`src/rtl/osd_event_arbiter.sv`:
```
// osd_event_arbiter: packet-atomic round-robin arbiter sharing one DII
// egress port between N debug-event sources. A granted source keeps the
// output until its last flit is accepted, so packets never interleave.

package osd_dii_pkg;
    typedef struct packed {
        logic        valid;
        logic        last;
        logic [15:0] data;
    } dii_flit;
endpackage

module osd_event_arbiter
    import osd_dii_pkg::*;
#(
    parameter  int unsigned N  = 2,
    localparam int unsigned GW = (N > 1) ? $clog2(N) : 1
) (
    input  logic             clk,
    input  logic             rst,
    input  dii_flit [N-1:0]  in_i,
    output logic    [N-1:0]  in_ready_o,
    output dii_flit          out_o,
    input  logic             out_ready_i,
    output logic    [GW-1:0] grant_o,
    output logic             busy_o
);

    typedef enum logic {
        IDLE,
        LOCKED
    } state_t;

    state_t          state_q;
    logic [GW-1:0]   ptr_q;
    logic [GW-1:0]   ptr_d;
    logic [GW-1:0]   grant_q;
    logic [GW-1:0]   grant_d;
    logic            any_valid;
    logic            pkt_done;
    logic [N-1:0]    vld;
    logic [2*N-1:0]  vld_rot;

    // Round-robin scan: first valid source at or after ptr, wrapping mod N.
    // The valid vector is doubled and shifted so the scan uses constant indices.
    always_comb begin
        vld       = '0;
        any_valid = 1'b0;
        grant_d   = grant_q;
        for (int unsigned i = 0; i < N; i++) begin
            vld[i] = in_i[i].valid;
        end
        vld_rot = {vld, vld} >> ptr_q;
        for (int unsigned k = 0; k < N; k++) begin
            int unsigned sum;
            sum = 32'(ptr_q) + k;
            if (!any_valid && vld_rot[k]) begin
                any_valid = 1'b1;
                grant_d   = GW'((sum >= N) ? (sum - N) : sum);
            end
        end
    end

    // Zero-latency data path from the owner to the egress port while locked.
    always_comb begin
        out_o      = '0;
        in_ready_o = '0;
        if (state_q == LOCKED) begin
            for (int unsigned i = 0; i < N; i++) begin
                if (GW'(i) == grant_q) begin
                    out_o         = in_i[i];
                    in_ready_o[i] = out_ready_i;
                end
            end
        end
    end

    // Packet completion and the pointer value that follows it.
    always_comb begin
        pkt_done = (state_q == LOCKED) && out_o.valid && out_ready_i && out_o.last;
        ptr_d    = (grant_q == GW'(N - 1)) ? '0 : grant_q + GW'(1);
    end

    // Arbitration FSM: lock on a grant, release on the accepted last flit.
    always_ff @(posedge clk or posedge rst) begin
        if (rst) begin
            state_q <= IDLE;
            ptr_q   <= '0;
            grant_q <= '0;
        end else begin
            case (state_q)
                IDLE: begin
                    if (any_valid) begin
                        grant_q <= grant_d;
                        state_q <= LOCKED;
                    end
                end
                LOCKED: begin
                    if (pkt_done) begin
                        ptr_q   <= ptr_d;
                        state_q <= IDLE;
                    end
                end
                default: state_q <= IDLE;
            endcase
        end
    end

    assign grant_o = grant_q;
    assign busy_o  = (state_q == LOCKED);

endmodule

```
`config.mk`:
```
export PLATFORM = sky130hd
export DESIGN_NAME = osd_event_arbiter
export DESIGN_NICKNAME = d
export VERILOG_FILES = /design/src/rtl/osd_event_arbiter.sv
export SDC_FILE = /design/constraint.sdc
export NUM_CORES = 1
export LEC_CHECK = 0
export CORE_MARGIN = 5
export CORE_UTILIZATION = 28
export CTS_BUF_LIST = sky130_fd_sc_hd__clkbuf_2 sky130_fd_sc_hd__clkbuf_4 sky130_fd_sc_hd__clkbuf_8
export DETAILED_ROUTE_END_ITERATION = 8
export GPL_TIMING_DRIVEN = 0
export HOLD_SLACK_MARGIN = 0.12
export PLACE_DENSITY = 0.88
export SLEW_MARGIN = 20
export SYNTH_ARGS = -nofsm -noshare
export SYNTH_HDL_FRONTEND = slang
export SYNTH_SLANG_ARGS = --single-unit
```
`constraint.sdc`:
```
create_clock -name clk -period 1.8 [get_ports clk]
set_input_delay 0.27 -clock clk [delete_from_list [all_inputs] [get_ports clk]]
set_output_delay 0.27 -clock clk [all_outputs]
set_load 0.1 [all_outputs]
```
==> metrics.md <==
| Metric | Value |
|---|---|
| Worst VDD drop | approximately 1.7 mV |
| Clock tree buffer depth | 2 |
| Total die area | 2620 µm² |
| Core Area | ~1600 µm² |
| Post-synthesis compound-gate area fraction | about 5.5% |
| Fraction of synthesized area in multiplexers | between 30% and 40% |
| CP required | ~1500 ps |
| Port-buffer cells | 60 |
| Synthesized Nets | 98 |
| Initial antenna violation count | 0 |
| First-pass GRT wire length | between 3 and 4 mm |
| Final worst path period need | 1760 ps |
| Hold Vio Cnt, Final | 0 |
| P_sw | between 1500 and 2000 µW |
| Placer Congestion | 0.732 |
| Achievable frequency | roughly 0.57 GHz |
| Hold bufs inserted after CTS | 0 |
| DR pass1 iterations | 4 |
| Internal | 1150 µW |
| I/O pins | 61 |
| Fin Hold WS | 194 ps |
| Adder-Cell Fraction of Synth Area | 0% |
| Pre-CTS setup slack | -687 ps |
| Antenna viol nets, final | 0 |
| RSZ-0062 raised after global routing | yes |
| Critical path's slowest cell | dlygate4sd2_1 |
| Sequential Power Share | about 4.0% |
| Setup crit start | grant_o$_DFFE_PP0P_ |
| Simple-gate area share of the yosys netlist | roughly 25% |
| Area share of the largest cell type after synthesis | between 30% and 40% |
| Worst Path Arrival | approximately 1500 ps |
| Hold Path Class | primary input to asynchronous set/reset pin |
| Final setup violation count | 0 |
| Net Sw Frac | roughly 63% |
| Area Overhead vs Synth | 198% |
| XOR/XNOR Fraction of Synth Area | 0% |
| Rel. slew slack | 36.4% |
| Iter 0 DRT Violations | 3 |
| Multi-input logic area | between 500 and 600 µm² |
| Pin count of the biggest net entering global routing | 11 |
| Post-CTS Setup Bufs | 0 |
| Starting Density | a little under a third |
| Area of the mapped netlist | around 470 µm² |
| Final Cycle Share | 98.0% |
| Combinational power share | 91.5% |
| Drt total wl | approximately 2.6 mm |
| Clk pwr share | under 10% |
| Gr ovfl total | 0 |
| Register area share after synthesis | between 10% and 20% |
| Layout cells sized above 1 | a little over half |
| Setup crit start kind | flip-flop |
| DP HPWL | 1.75 mm |
| Cell count after synthesis | 59 |
| Worst Path Max Fanout | 2 |
| Crit path max-delay family | buffers and inverters |
| Nets | around 160 |
| Reg-to-Reg Start | busy_o$_DFF_PP0_ |
| Vias in the first global route | slightly above 700 |
| Status | completed |
| Inserted Clock Buffers | 3 |
| Fillers | 60 |
| Count of cell types in the netlist | 17 |
| ANT cells | 0 |
| Syn avg cell area | about 8 µm² |
| Synth area leader | mux2i_1 |
| H-tree depth | 1 |
| Synth top area cells | mux2i_1, dfrtp_1, nor2_1 |
| DIE HEIGHT | between 50 and 60 µm |
| Routed vias/inst | just under 5 |
| Worst-Margin Slew | ~960 ps |
| FF/Latch Area | around 83 µm² |
| CP bufs+invs | 1 |
| #FFs+latches synth | 3 |
| Clock root cell | clkbuf_4 |
| Maxcap violations | 0 |
| Slew Limit Fails | 0 |
| Clock Latency Late Sink | around 240 ps |
| Row Count | 14 |
| Clk slew on worst S/H paths | roughly 40 ps |
| Drc violations | 0 |
| Crit Path Category | flip-flop to primary output |
| Final design utilization | ~91% |
| Final worst clock skew | 4.27 ps |
| Power Density | 2190 nW/µm² |
| Routed vias | just under 700 |
| CTS tree | yes |
| Syn. warnings | 0 |
| CP Capture Type | primary output |
| Largest family of logic cells by synthesized area | multiplexers |
| Slowest stage delay, CP | between 800 and 900 ps |
| Pleak | 0.000590 µW |
| Critical path, cell by cell | dlygate4sd2_1 |
| Die width | roughly 50 µm |
| Clock net sink count | 3 |
| Setup ws final | 35.8 ps |
| DR WL/cell | around 19 µm |
| GRT Total Usage | between 15 and 20% |
-- final timing paths --
path | slack, ps | cells past startpoint | to
setup / recovery | 40 | 1 | grant_o
hold / removal | 190 | 2 | ptr_q$_DFFE_PP0P_
setup reg to reg | 590 | 4 | grant_o$_DFFE_PP0P_
hold reg to reg | 560 | 2 | ptr_q$_DFFE_PP0P_
max in group asynchronous | 1450 | 2 | busy_o$_DFF_PP0_
min in group clk | 560 | 2 | ptr_q$_DFFE_PP0P_
-- per-layer routing --
metal,GRT usage [%],share of wire [%],vias to the layer above,routed length [µm]
li1,-,-,328,-
met5,0,0,-,0
met4,6.28,0.54,0,14
met2,33.9,56,41,1440
met1,16.7,33,311,857
met3,5.23,10,2,260
-- layout by cell type, fill, tap and decap left out, types with 2 or more instances in the layout --
cell type,n
buf_8,4
buf_6,8
clkdlybuf4s50_1,38
nand2_1,2
dfrtp_4,2
nor2_4,19
clkbuf_4,8
buf_12,8
mux2i_2,11
inv_1,3
mux2i_1,6
-- registers in the layout, summed over array words and instances, names as in the netlist --
register and cells:
busy_o 1, grant_o 1, ptr_q 1
-- metrics by stage --
| step | setup TNS, ps | cell area [µm²] | std cells | power (µW) |
|---|---|---|---|---|
| final | 0 | 1410 | 139 | 3100 |
| after CTS | -1.19 | 1290 | 139 | 2880 |
| after detailed placement | -12030 | 1250 | 135 | 2660 |
| after global placement | -11750 | 1250 | 135 | 2640 |
| after global routing | -142 | 1410 | 139 | 3210 |
| after floorplan | -714 | 629 | 59 | 2170 |
-- layout make-up --
class	count	share of cell area [%]
well taps	16	1.42
clock buffers	4	2.12
inverters	3	0.796
multi-input cells	48	37.0
flip-flops and latches	3	5.84
repair buffers	60	48.1
plain buffers	5	4.69
-- cells in the mapped netlist --
master    count
a21oi_1       1
a21oi_2       1
a31oi_1       1
and3_1        1
buf_12        2
buf_4         1
buf_6         1
clkbuf_1      1
dfrtp_1       3
inv_1         3
mux2i_1      18
nand2_1       2
nand3_1       1
nand3b_4      1
nor2_1       20
nor3_1        1
o22ai_1       1
-- logic make-up after synthesis --
| family | after synthesis |
|---|---|
| flip-flops | 3 |
| buffers and inverters | 8 |
| multiplexers | 18 |
| AO/OA/AOI/OAI | 4 |
| AND/OR/NAND/NOR | 26 |
-- power by group through the flow --
stage	Sequential, µW	Clock (µW)	Combinational, µW
after floorplan	241	0	1930
after global placement	124	0	2510
after detailed placement	124	0	2540
after CTS	125	142	2610
after global routing	129	158	2920
final	124	141	2840
-- repair_timing --
action	4_1_cts	5_1_grt
resized for setup	139	30
pin swaps	0	4
endpoints found under the hold margin	0	0
endpoints found under the setup margin	22	16
gates cloned	0	0
No activity file was read; power rests on OpenSTA's default activity.
